`src/rtl/nqcpu_pkg.sv`:
```
// Shared types and constants for the nqcpu datapath stages: memory-stage
// state encoding, control-word width and bus byte-lane enables.
package nqcpu_pkg;

  localparam int CTRL_W = 33;

  localparam logic [1:0] BE_LO = 2'b01;
  localparam logic [1:0] BE_HI = 2'b10;
  localparam logic [1:0] BE_W  = 2'b11;

  typedef enum logic [1:0] {
    IDLE = 2'd0,
    ACC1 = 2'd1,
    ACC2 = 2'd2,
    DONE = 2'd3
  } mem_state_t;

endpackage

```
`src/rtl/mem_lane_align.sv`:
```
// Combinational byte-lane steering for the 16-bit little-endian data bus:
// byte enables and store lanes per access, and load-lane selection.
module mem_lane_align
  import nqcpu_pkg::*;
(
  input  logic        addr_lsb,
  input  logic        byte_op,
  input  logic        phase,
  input  logic [15:0] wdata,
  input  logic [15:0] rdata,
  output logic [1:0]  be,
  output logic [15:0] wdata_bus,
  output logic [7:0]  lane_byte,
  output logic [15:0] load_word
);

  // A misaligned word is two byte accesses: low byte on the odd lane first,
  // then the high byte on the even lane of the next halfword.
  always_comb begin
    be        = BE_W;
    wdata_bus = wdata;
    if (byte_op) begin
      be        = addr_lsb ? BE_HI : BE_LO;
      wdata_bus = {wdata[7:0], wdata[7:0]};
    end else if (addr_lsb && !phase) begin
      be        = BE_HI;
      wdata_bus = {wdata[7:0], 8'h00};
    end else if (addr_lsb) begin
      be        = BE_LO;
      wdata_bus = {8'h00, wdata[15:8]};
    end
  end

  assign lane_byte = (be == BE_HI) ? rdata[15:8] : rdata[7:0];
  assign load_word = (be == BE_W) ? rdata : {8'h00, lane_byte};

endmodule

```
`src/rtl/mem_stage.sv`:
```
// Memory-access stage: runs one or two req/ack bus transactions per op and
// returns load data. Define MEM_STAGE_MISALIGN_SPLIT_EN to split misaligned words.
module mem_stage
  import nqcpu_pkg::*;
#(
  parameter int ACK_TIMEOUT = 255
) (
  input  logic              clk,
  input  logic              rst_n,
  input  logic              en,
  input  logic [CTRL_W-1:0] ctrl_in,
  input  logic [15:0]       imm_in,
  input  logic [15:0]       pc_in,
  input  logic [15:0]       addr_in,
  input  logic [15:0]       wdata_in,
  input  logic              rd_b,
  input  logic              rd_w,
  input  logic              wr_b,
  input  logic              wr_w,
  output logic              ready,
  output logic              fault,
  output logic [15:0]       rdata_out,
  output logic [CTRL_W-1:0] ctrl_out,
  output logic [15:0]       imm_out,
  output logic [15:0]       pc_out,
  output logic              mem_req,
  output logic              mem_we,
  output logic [15:0]       mem_addr,
  output logic [1:0]        mem_be,
  output logic [15:0]       mem_wdata,
  input  logic              mem_ack,
  input  logic [15:0]       mem_rdata
);

`ifdef MEM_STAGE_MISALIGN_SPLIT_EN
  localparam bit SPLIT_EN = 1'b1;
`else
  localparam bit SPLIT_EN = 1'b0;
`endif
  localparam int TO_W = (ACK_TIMEOUT < 2) ? 1 : $clog2(ACK_TIMEOUT);
  localparam logic [TO_W-1:0] TO_LAST = TO_W'((ACK_TIMEOUT > 0) ? ACK_TIMEOUT - 1 : 0);

  mem_state_t state, state_next;

  logic [CTRL_W-1:0] ctrl_p0;
  logic [15:0]       imm_p0, pc_p0, addr_p0, wdata_p0, rdata_p0;
  logic [7:0]        lo_p0;
  logic              byte_p0, write_p0, load_p0, split_p0, fault_p0;
  logic [TO_W-1:0]   wait_cnt;

  logic [2:0]  nflags;
  logic        odd_word_in, bad_in, start;
  logic        acc, phase, last_acc, timed_out;
  logic [1:0]  lane_be;
  logic [15:0] lane_wdata, load_word;
  logic [7:0]  lane_byte;

  assign nflags      = 3'(rd_b) + 3'(rd_w) + 3'(wr_b) + 3'(wr_w);
  assign odd_word_in = (rd_w | wr_w) & addr_in[0];
  assign bad_in      = (nflags > 3'd1) | (odd_word_in & ~SPLIT_EN);
  assign start       = (state == IDLE) & en;

  assign acc       = (state == ACC1) | (state == ACC2);
  assign phase     = (state == ACC2);
  assign last_acc  = phase | ~split_p0;
  assign timed_out = (ACK_TIMEOUT != 0) & acc & ~mem_ack & (wait_cnt == TO_LAST);

  always_ff @(posedge clk or negedge rst_n) begin
    if (!rst_n) state <= IDLE;
    else        state <= state_next;
  end

  always_comb begin
    state_next = state;
    case (state)
      IDLE: if (en) state_next = (nflags == 3'd1 && !bad_in) ? ACC1 : DONE;
      ACC1: begin
        if (mem_ack)        state_next = split_p0 ? ACC2 : DONE;
        else if (timed_out) state_next = DONE;
      end
`ifdef MEM_STAGE_MISALIGN_SPLIT_EN
      ACC2: if (mem_ack || timed_out) state_next = DONE;
`endif
      DONE:    state_next = IDLE;
      default: state_next = IDLE;
    endcase
  end

  // Op capture (p0): control and visible outputs are reset
  always_ff @(posedge clk or negedge rst_n) begin
    if (!rst_n) begin
      ctrl_p0  <= '0;
      imm_p0   <= '0;
      pc_p0    <= '0;
      byte_p0  <= 1'b0;
      write_p0 <= 1'b0;
      load_p0  <= 1'b0;
      split_p0 <= 1'b0;
      fault_p0 <= 1'b0;
      rdata_p0 <= '0;
      wait_cnt <= '0;
    end else begin
      if (start) begin
        ctrl_p0  <= ctrl_in;
        imm_p0   <= imm_in;
        pc_p0    <= pc_in;
        byte_p0  <= rd_b | wr_b;
        write_p0 <= wr_b | wr_w;
        load_p0  <= rd_b | rd_w;
        split_p0 <= odd_word_in & SPLIT_EN;
        fault_p0 <= bad_in;
        if (nflags == 3'd1 && odd_word_in && !SPLIT_EN) rdata_p0 <= '0;
      end
      if (acc) begin
        if (mem_ack) begin
          wait_cnt <= '0;
          if (last_acc && load_p0) rdata_p0 <= split_p0 ? {lane_byte, lo_p0} : load_word;
        end else if (timed_out) begin
          wait_cnt <= '0;
          fault_p0 <= 1'b1;
          rdata_p0 <= '0;
        end else begin
          wait_cnt <= wait_cnt + TO_W'(1);
        end
      end
    end
  end

  always_ff @(posedge clk) begin
    if (start) begin
      addr_p0  <= addr_in;
      wdata_p0 <= wdata_in;
    end
    if (state == ACC1 && mem_ack) lo_p0 <= lane_byte;
  end

  mem_lane_align u_align (
    .addr_lsb  (addr_p0[0]),
    .byte_op   (byte_p0),
    .phase     (phase),
    .wdata     (wdata_p0),
    .rdata     (mem_rdata),
    .be        (lane_be),
    .wdata_bus (lane_wdata),
    .lane_byte (lane_byte),
    .load_word (load_word)
  );

  // Bus outputs derive from state so reset drops the request at once
  assign mem_req   = acc;
  assign mem_we    = acc & write_p0;
  assign mem_addr  = acc ? (phase ? addr_p0 + 16'd1 : addr_p0) : '0;
  assign mem_be    = acc ? lane_be : '0;
  assign mem_wdata = (acc && write_p0) ? lane_wdata : '0;

  assign ready     = (state == DONE);
  assign fault     = ready & fault_p0;
  assign rdata_out = rdata_p0;
  assign ctrl_out  = ctrl_p0;
  assign imm_out   = imm_p0;
  assign pc_out    = pc_p0;

endmodule

```
`config.mk`:
```
export PLATFORM = sky130hd
export DESIGN_NAME = mem_stage
export DESIGN_NICKNAME = d
export VERILOG_FILES = /design/src/rtl/nqcpu_pkg.sv /design/src/rtl/mem_lane_align.sv /design/src/rtl/mem_stage.sv
export SDC_FILE = /design/constraint.sdc
export NUM_CORES = 1
export LEC_CHECK = 0
export CAP_MARGIN = 20
export CORE_MARGIN = 1.5
export CORE_UTILIZATION = 25
export DETAILED_ROUTE_END_ITERATION = 10
export GPL_ROUTABILITY_DRIVEN = 1
export SLEW_MARGIN = 15
export SYNTH_ARGS = -nofsm -noshare
export SYNTH_HDL_FRONTEND = slang
export SYNTH_SLANG_ARGS = --single-unit
```
`constraint.sdc`:
```
create_clock -name clk -period 2.15 [get_ports clk]
set_input_delay 0.3225 -clock clk [delete_from_list [all_inputs] [get_ports clk]]
set_output_delay 0.3225 -clock clk [all_outputs]
set_load 0.02 [all_outputs]
```
After elaboration in Yosys (flattened, before gate mapping)
Cells that the tools add are included.
Word-level totals
  bits in registers: 127
  logic and storage cells: 78
  output and inout bits: 119
  input bits: 121
Cells by class
  reduce and logical (&&, ||, !) cells: 8
  bitwise operators: 13
  multiplexer cells: 30
  eq/ne operators: 9
  add/sub/neg operators: 5
  magnitude comparators: 1
Operators with widths (number)
  16-bit 2-to-1 mux: 13
  8-bit 2-to-1 mux: 3
  2-bit 2-to-1 mux: 9
  16-bit by 1-bit adder with 16-bit output, second input constant: 1
  8-bit by 1-bit adder with 8-bit output, second input constant: 1
  2-bit equality test, second input constant: 4
  8-bit equality test, second input constant: 1
  1-bit bitwise AND: 6
  1-bit OR: 6
  1-bit logical AND: 4
  1-bit 2-to-1 mux: 4
  2-bit case mux with 2 select lines: 1
  2-bit by 1-bit adder with 3-bit output: 1
  3-bit by 1-bit adder with 3-bit output: 1
  3-bit by 1-bit equality test with 1-bit output, second input constant: 1
  3-bit by 1-bit > comparator with 1-bit output, second input constant: 1
  3-bit inequality test, second input constant: 1
  1-bit by 1-bit adder with 2-bit output: 1
  2-bit by 1-bit equality test with 1-bit output, second input constant: 1
  1-bit logical NOT: 2
  2-bit logical NOT: 1
  2-bit inequality test, second input constant: 1
  2-bit AND reduction: 1
  1-bit NOT: 1

Depth between registers and ports, before layout
Gate-level depths: netlist (run 1).
  depth after elaboration: 11
  depth in mapped cells: 11
  depth with buffers taken out: 10

Hierarchy
Synthesis (run 1) repeated with hierarchy kept, for this count alone.
Second synthesis, totals
  cell total of the unflattened synthesis: 445
  area total of the unflattened synthesis: 5878.1 µm²
Modules (own cells, without submodules)
  mem_stage: cells an instance 378, area an instance 5331.4 µm², instances 1, seq. area each 3338.2 µm²
  mem_lane_align: cells an instance 67, area an instance 546.8 µm², instances 1, seq. area each 0.0 µm²

Worst setup path after synthesis (run 1)
Ideal clock, no wire load.
  kind: input-to-reg
  from: input rd_b
  to: register rdata_p0[13], in the netlist rdata_out[13]
  data required time: 2029 ps
  arrival: 2222 ps
  slack: -193 ps
  setup time: 121 ps
  stages on the path: 11
  path buffers: 1
  path through: inv_1 fa_1 inv_1 ha_1 inv_1 ha_1 nand4bb_1 o21ai_1 o22ai_2 buf_2 a22o_1
On the way
  cells in the longest elaborated chain, start to end: 10
  elaborated cells between the ends (all ways): 11
  classes of those cells: 3 x add/sub; 1 x eq/ne; 6 x mux; 1 x reduce/logical
Ends and longest elaborated chain
  from (decl): line mem_stage.sv:16  | input logic rd_b,
  1-bit by 1-bit adder with 2-bit output *: line mem_stage.sv:58  | assign nflags = 3'(rd_b) + 3'(rd_w) + 3'(wr_b) + 3'(wr_w);
  2-bit by 1-bit adder with 3-bit output *: line mem_stage.sv:58
  3-bit by 1-bit adder with 3-bit output *: line mem_stage.sv:58
  3-bit by 1-bit equality test with 1-bit output *: line mem_stage.sv:112  | if (nflags == 3'd1 && odd_word_in && !SPLIT_EN) rdata_p0 <= '0;
  1-bit logical AND *: line mem_stage.sv:112
  16-bit 2-to-1 mux *: line mem_stage.sv:112
  16-bit 2-to-1 mux *: line mem_stage.sv:103  | if (start) begin
  16-bit 2-to-1 mux (on tied branches): line mem_stage.sv:118, mem_stage.sv:117
  16-bit 2-to-1 mux: line mem_stage.sv:115  | if (mem_ack) begin
  16-bit 2-to-1 mux *: line mem_stage.sv:114  | if (acc) begin
  to (signal assigned): line mem_stage.sv:117  | if (last_acc && load_p0) rdata_p0 <= split_p0 ? {lane_byte, lo_p0} : load_word;
  to (decl): line mem_stage.sv:46  | logic [15:0] imm_p0, pc_p0, addr_p0, wdata_p0, rdata_p0;
Every way passes the cells marked *; elsewhere a longest branch is shown, timed or not.
A chain may end at the register's enable or synchronous reset.

Final worst setup path (run 1)
  from: register state[0]
  to: output mem_addr[14]
On the way
  cells in the longest elaborated chain, start to end: 3
  elaborated cells between the ends (all ways): 5
  classes of those cells: 2 x eq/ne; 2 x mux; 1 x bitwise
Ends and longest elaborated chain
  from (decl): line mem_stage.sv:43  | mem_state_t state, state_next;
  from (signal assigned): line mem_stage.sv:70  | else state <= state_next;
  2-bit equality test / 2-bit by 1-bit equality test with 1-bit output (equally long branches): line mem_stage.sv:63, mem_stage.sv:64
  16-bit 2-to-1 mux / 1-bit OR (equally long branches): line mem_stage.sv:152, mem_stage.sv:63
  16-bit 2-to-1 mux *: line mem_stage.sv:152  | assign mem_addr = acc ? (phase ? addr_p0 + 16'd1 : addr_p0) : '0;
  to (decl): line mem_stage.sv:28  | output logic [15:0] mem_addr,
Marked as above.

==> results of run 1 <==
-- stage by stage --
step | std cells | area [µm²]
4_1_cts | 1056 | 9860
3_5_place_dp | 1015 | 9010
6_report | 1060 | 10000
2_1_floorplan | 455 | 5860
5_1_grt | 1060 | 10000
3_3_place_gp | 1015 | 9010
-- power by group --
part	internal [µW]	switching, µW
sequential	3510	576
clock	1810	1110
combinational	4100	3830
-- critical path, delay by kind of cell (launching register included) --
| kind | cells | cell delay [ns] |
|---|---|---|
| buffers and inverters | 2 | 0.21 |
| adders and majority gates | 1 | 0.15 |
| and+or+nand+nor | 3 | 0.66 |
| AOI/OAI and AO/OA | 1 | 0.15 |
| DFF | 1 | 0.38 |
-- timing repair --
item / 4_1_cts / 5_1_grt
pin swaps: 19 / 13
setup endpoints to repair: 59 / 52
gates resized for setup: 242 / 34
setup buffers: 7 / 4
cloned: 1 / 0
hold buffers: 1 / 0
hold endpoints to repair: 29 / 0
-- path summary, 6_finish.rpt --
path / endpoint / startpoint
setup / recovery: mem_addr[14] / state[0]
hold / removal: byte_p0 / rd_b
setup reg to reg: rdata_out[14] / state[1]
hold reg to reg: ctrl_out[20] / ctrl_out[20]
max in group asynchronous: ctrl_out[31] / rst_n
min in group asynchronous: pc_out[7] / rst_n
-- flip-flops by register name (all words and copies together), names as in the netlist --
| register | cells |
|---|---|
| write_p0 | 1 |
| fault_p0 | 1 |
| rdata_out | 16 |
| ctrl_out | 33 |
| load_p0 | 1 |
| state | 2 |
| wdata_p0 | 16 |
| wait_cnt | 8 |
| imm_out | 16 |
| pc_out | 16 |
| byte_p0 | 1 |
| addr_p0 | 16 |
-- Yosys cell counts, types with 3 or more instances --
cell type,n,share of area (%)
a22o_1,8,1.2
xnor2_1,7,1.1
dfrtp_1,95,41
mux2i_1,9,1.6
o21a_1,4,0.52
nand3_1,9,0.77
a21boi_1,3,0.39
edfxtp_1,32,17
o2bb2ai_1,8,1.2
nor2_1,14,0.90
buf_2,9,0.77
nor3_1,4,0.34
buf_4,5,0.65
nand4_1,5,0.54
inv_1,18,1.2
nor4_1,4,0.43
nand3b_1,9,1.2
ha_1,13,2.8
and2_1,10,1.1
nand2_1,24,1.6
o22ai_1,3,0.32
or3_1,4,0.43
a2bb2oi_1,9,1.4
xor2_1,3,0.45
a21o_1,3,0.39
o21ai_0,10,0.86
mux2_2,28,5.4
mux2_1,39,7.6
nor2b_1,14,1.5
a21oi_1,21,1.8
clkbuf_1,6,0.39
-- layout make-up --
cell class,count,area (µm²),share of cell area [%]
well taps,285,357,3.56
inverters,19,81.3,0.812
clock inverters,12,134,1.34
multi-input cells,289,2630,26.3
flip-flops and latches,127,3340,33.3
repair buffers,308,3010,30.0
clock buffers,20,468,4.67
-- routing by layer --
metal	wire length (µm)	part of all wire, %	GRT usage [%]
met5	0	0	0
met4	131	0.79	3.31
met3	1330	8.0	5.60
met2	8110	49	23.3
met1	7030	42	16.7
-- logic make-up (layout without fill, tap and decap cells) --
group                    Yosys count  in the layout
adder cells (fa/ha/maj)           14             14
XOR/XNOR                          10             10
AND/OR/NAND/NOR                  112            112
multiplexers                      76             76
flip-flops                       127            127
buffers and inverters             39            359
AO/OA/AOI/OAI                     77             77
==> metrics.txt, run 1 <==
status finished, violations left; violations in the final reports setup timing; clock tree buffer depth 2; final hold violations 0; Final ANT Viol Nets 0; Synth async-reset ratio about 75%; TritonCTS clock tree built; gpl congestion about 0.75; Simple-Gate Fraction of Synth Area 11.1%; Power, Total around 15000 µW; Layout Skew 0.0183 ns; worst vdd ir 717 µV; Yosys reg bits 127; crit path capture type output port; Register-to-Register Path Depth 9; mapped cell area a little under 6000 µm²; io pins between 200 and 250; clock slew at reported path FFs approximately 0.06 ns; initial drt markers 154; Total GRT Usage 13.9%; Num CTS Buffers 17; commonest non-fill, non-tap cell in the layout clkdlybuf4s50_1; Syn Nets between 500 and 600; NumNets Final approximately 900; Post-Synth Adder-Cell Area under 10%; Post-Synthesis Cells 455; fillers 2139; Rel. slew slack about two thirds; RSZ-0062 raised after global routing yes; worst slew pin tran approximately 0.49 ns; Critical Path, Cell by Cell inv_2, ha_4, and3_4, nand2_2, or4_4, a21boi_2, buf_6; max-slew violations 0; Residual DRC 0; port bufs approximately 240; routed via count between 4000 and 5000; pre-CTS setup slack -0.825 ns; total negative slack -1.51 ns; multiplexer share of the synthesized area around 15%; Post-Synth XOR/XNOR Area about 1.5%; Post-synth EDFFs 32; core area about 23000 µm²; most frequent cells in the layout clkdlybuf4s50_1 (197), dfrtp_1 (95), buf_4 (70); CP Max Fanout 6; clock root cell clkbuf_16; area of the die approximately 24000 µm²; DR pass1 iterations 4; # clock sinks roughly 130; Crit Path Category reg2out; worst min path class in2reg; Routed WL per cell approximately 16 µm; global-route wire length before repair between 20000 and 30000 µm; setup violators final 25; LEAKAGE roughly 0.0042 µW; largest family of logic cells by synthesized area multiplexers; Data required, critical path ~1.8 ns; largest net degree at the start of global routing 50; Power Dens Cells 1490 nW/µm²; synthesized area per cell 12.8 µm²; Die Y between 150 and 200 µm; Synth Area in Compound Gates under 10%; routed wire length between 15000 and 20000 µm; starting density of the core 25.6%; synth-to-layout area growth 72.3%; initial antenna violation count 1; vias in the first global route ~5100; slowest stage delay, CP around 0.4 ns; setup slack, reg-to-reg around 0.11 ns; shortest period the worst path allows around 2.3 ns; layout cell share with drive strength beyond 1 approximately 29%; vias per cell ~4.5; fin worst setup slack -0.120 ns; CTS HTree Levels 4; max_cap viols 0; Hold Path Depth 3; slowest CP cell or4_4; Max Clk Rate ~0.44 GHz; Detailed Place HPWL around 12000 µm; Most used DFF post-synth dfrtp_1; ANT cells 0; nature of the critical path startpoint register; arrival time worst endpoint 1.95 ns; die width 155 µm; Netlist cell types 52; Ys Warns 0; hold slack between 0.2 and 0.3 ns; FP Rows 55; final core occ around 44%; register area share after synthesis between 50% and 60%; Final Cycle Share 106%; grt total ovfl 0; worst skew pair latency between 0.4 and 0.5 ns
Note: power is estimated with default switching activity, not from simulation.
==> run 2, diff against run 1 <==
--- a/config.mk
+++ b/config.mk
@@ -5,6 +5,7 @@
 export SDC_FILE = /design/constraint.sdc
 export NUM_CORES = 1
 export LEC_CHECK = 0
+export ABC_AREA = 0
 export CAP_MARGIN = 20
 export CORE_MARGIN = 1.5
 export CORE_UTILIZATION = 25
==> results of run 2 <==
No change in the layout: final DEF, timing and power equal those of run 1.
==> run 3, diff against run 2 <==
==> constraint.sdc (replaced) <==
create_clock -name clk -period 2.15 [get_ports clk]
set_input_delay 0.43 -clock clk [delete_from_list [all_inputs] [get_ports clk]]
set_output_delay 0.43 -clock clk [all_outputs]
set_load 0.02 [all_outputs]
==> metrics.txt, run 3 (synthesis results as in run 1) <==
hold_sp rd_b; Flop pwr share approximately a quarter; RSZ-0062 raised after global routing yes; worst slew pin tran about 0.56 ns; combinational fraction of design power between 50% and 60%; synth-to-layout area growth 85.9%; vias in the first global route roughly 5300; shortest period the worst path allows around 2.5 ns; setup slack, reg-to-reg ~0.050 ns; worst vdd ir about 630 µV; max_cap viols 0; Crit Path Category reg2out; initial antenna violation count 1; FP Rows 55; sw power approximately 6000 µW; clock slew at reported path FFs approximately 0.060 ns; setup violators final 36; Total GRT Usage roughly 15%; clock root cell clkbuf_16; layout cell share with drive strength beyond 1 36.8%; worst min path class in2reg; Data required, critical path 1.72 ns; fillers roughly 2000; violations in the final reports setup timing; TritonCTS clock tree built; die width approximately 160 µm; largest net degree at the start of global routing a little over 40; routed via count between 4000 and 5000; routed wire length 18300 µm; nature of the critical path startpoint register; Layout Skew roughly 0.0094 ns; area occupied by registers about 3300 µm²; Detailed Place HPWL 12300 µm; Die Y roughly 160 µm; DR pass1 iterations 6; Routed WL per cell 16.6 µm; max-slew violations 0; FF-to-FF Start state[0]; Register-to-Register Path Depth 11; arrival time worst endpoint 2.08 ns; worst setup path end mem_wdata[2]; vias per cell approximately 4.5; CP Max Fanout 6; status finished, violations left; initial drt markers around 130; clock tree buffer depth 2; fin worst setup slack -0.359 ns; cell occurring most often along the worst timing path buf_6; CP Launch Point state[1]; global-route wire length before repair approximately 28000 µm; port bufs roughly 240; gpl congestion 0.743; Residual DRC 0; switch share 37.4%; CTS HTree Levels 4; Clock Power Share between 10% and 20%; most frequent cells in the layout clkdlybuf4s50_1 (197), dfrtp_1 (95), buf_4 (85); flip-flop count of the largest register after layout 33; Rel. slew slack 62.7%; final hold violations 0; grt total ovfl 0; Num CTS Buffers 17; total negative slack -8.59 ns; DP Cell Count roughly 1000; area of the die between 20000 and 25000 µm²; LEAKAGE 0.00446 µW; io pins 240; slowest stage delay, CP approximately 0.40 ns; slowest CP cell dfrtp_1; crit path capture type output port; Final Cycle Share 117%; starting density of the core roughly 26%; # clock sinks approximately 130; worst skew pair latency roughly 0.42 ns; Layout Cells excl Fill around 1100; Critical Path, Cell by Cell buf_6, ha_4, buf_4, inv_2, ha_4, buf_6, buf_6, a2bb2oi_4, nor2_4, buf_6; Final ANT Viol Nets 0; Critical R2R Capture rdata_out[2]; Max Clk Rate between 0.3 and 0.4 GHz; core area 22700 µm²; commonest non-fill, non-tap cell in the layout clkdlybuf4s50_1; area occupied by multi-input gates 2920 µm²; Power Dens Cells 1530 nW/µm²; cell-internal power slightly above 10000 µW; NumNets Final around 940
[run 3: cell types whose count changed in the layout (fill, tap and decap cells not counted), moves of 4 or more]
cell / delta
buf_6: +20
buf_4: +15
nand2_1: -9
a2bb2oi_4: +8
nand2_2: +8
a21oi_1: -7
a21oi_2: +6
a2bb2oi_2: -5
nor2_4: +5
buf_8: +4
inv_4: +4
[run 3: area by class of cell]
cell class	instances	share of cell area, %
clock buffers	18	3.97
clock inverters	14	1.45
inverters	19	0.799
flip-flops and latches	127	30.9
multi-input cells	291	27.0
well taps	285	3.30
repair buffers	348	32.6
diodes	1	0.0232
[run 3: layer usage]
layer / wire, µm / track usage (%)
met1: 7470 / 17.5
met2: 8980 / 25.0
met3: 1590 / 6.24
met4: 240 / 4.58
met5: 0 / 0
[run 3: how the worst min path moves through the flow]
stage / cells past startpoint / end
global placement: 1 / imm_out[1]
global route: 3 / byte_p0
floorplan: 0 / byte_p0
finish: 3 / byte_p0
detailed placement: 1 / imm_out[9]
CTS: 3 / byte_p0
[run 3: critical path, delay by kind of cell, from the launching register on]
family	cells	cell delay [ns]
flip-flops	1	0.40
AND/OR/NAND/NOR	1	0.04
adder cells (fa/ha/maj)	2	0.37
buffers and inverters	6	0.70
AO/OA/AOI/OAI	1	0.15
[run 3: what timing repair did]
item                       CTS  global route
setup endpoints to repair   55            56
hold buffers                 1             0
pin swaps                   25            49
cloned                       4             2
resized for setup          289            52
buffers inserted            35            12
hold endpoints to repair     3             0
[run 3: through the flow]
step                      util (%)  power (µW)  setup slack, ns  cell area, µm²  hold WS, ns
final                         47.6       16500           -0.359           10800        0.331
after global routing          47.6       17400           -0.439           10800        0.345
after CTS                     46.1       16000           -0.396           10500        0.296
after detailed placement      40.3       11800           -0.895            9160        0.463
after global placement        40.3       11800           -0.883            9160        0.466
after floorplan                  -        8090           -0.219            5990        0.134
[run 3: power groups by stage]
stage / registers [µW] / logic (µW) / clock network (µW)
2_1_floorplan: 5010 / 3080 / 0
3_3_place_gp: 4090 / 7700 / 0
3_5_place_dp: 4110 / 7710 / 0
4_1_cts: 4130 / 8920 / 3010
5_1_grt: 4260 / 10000 / 3100
6_report: 4120 / 9480 / 2920
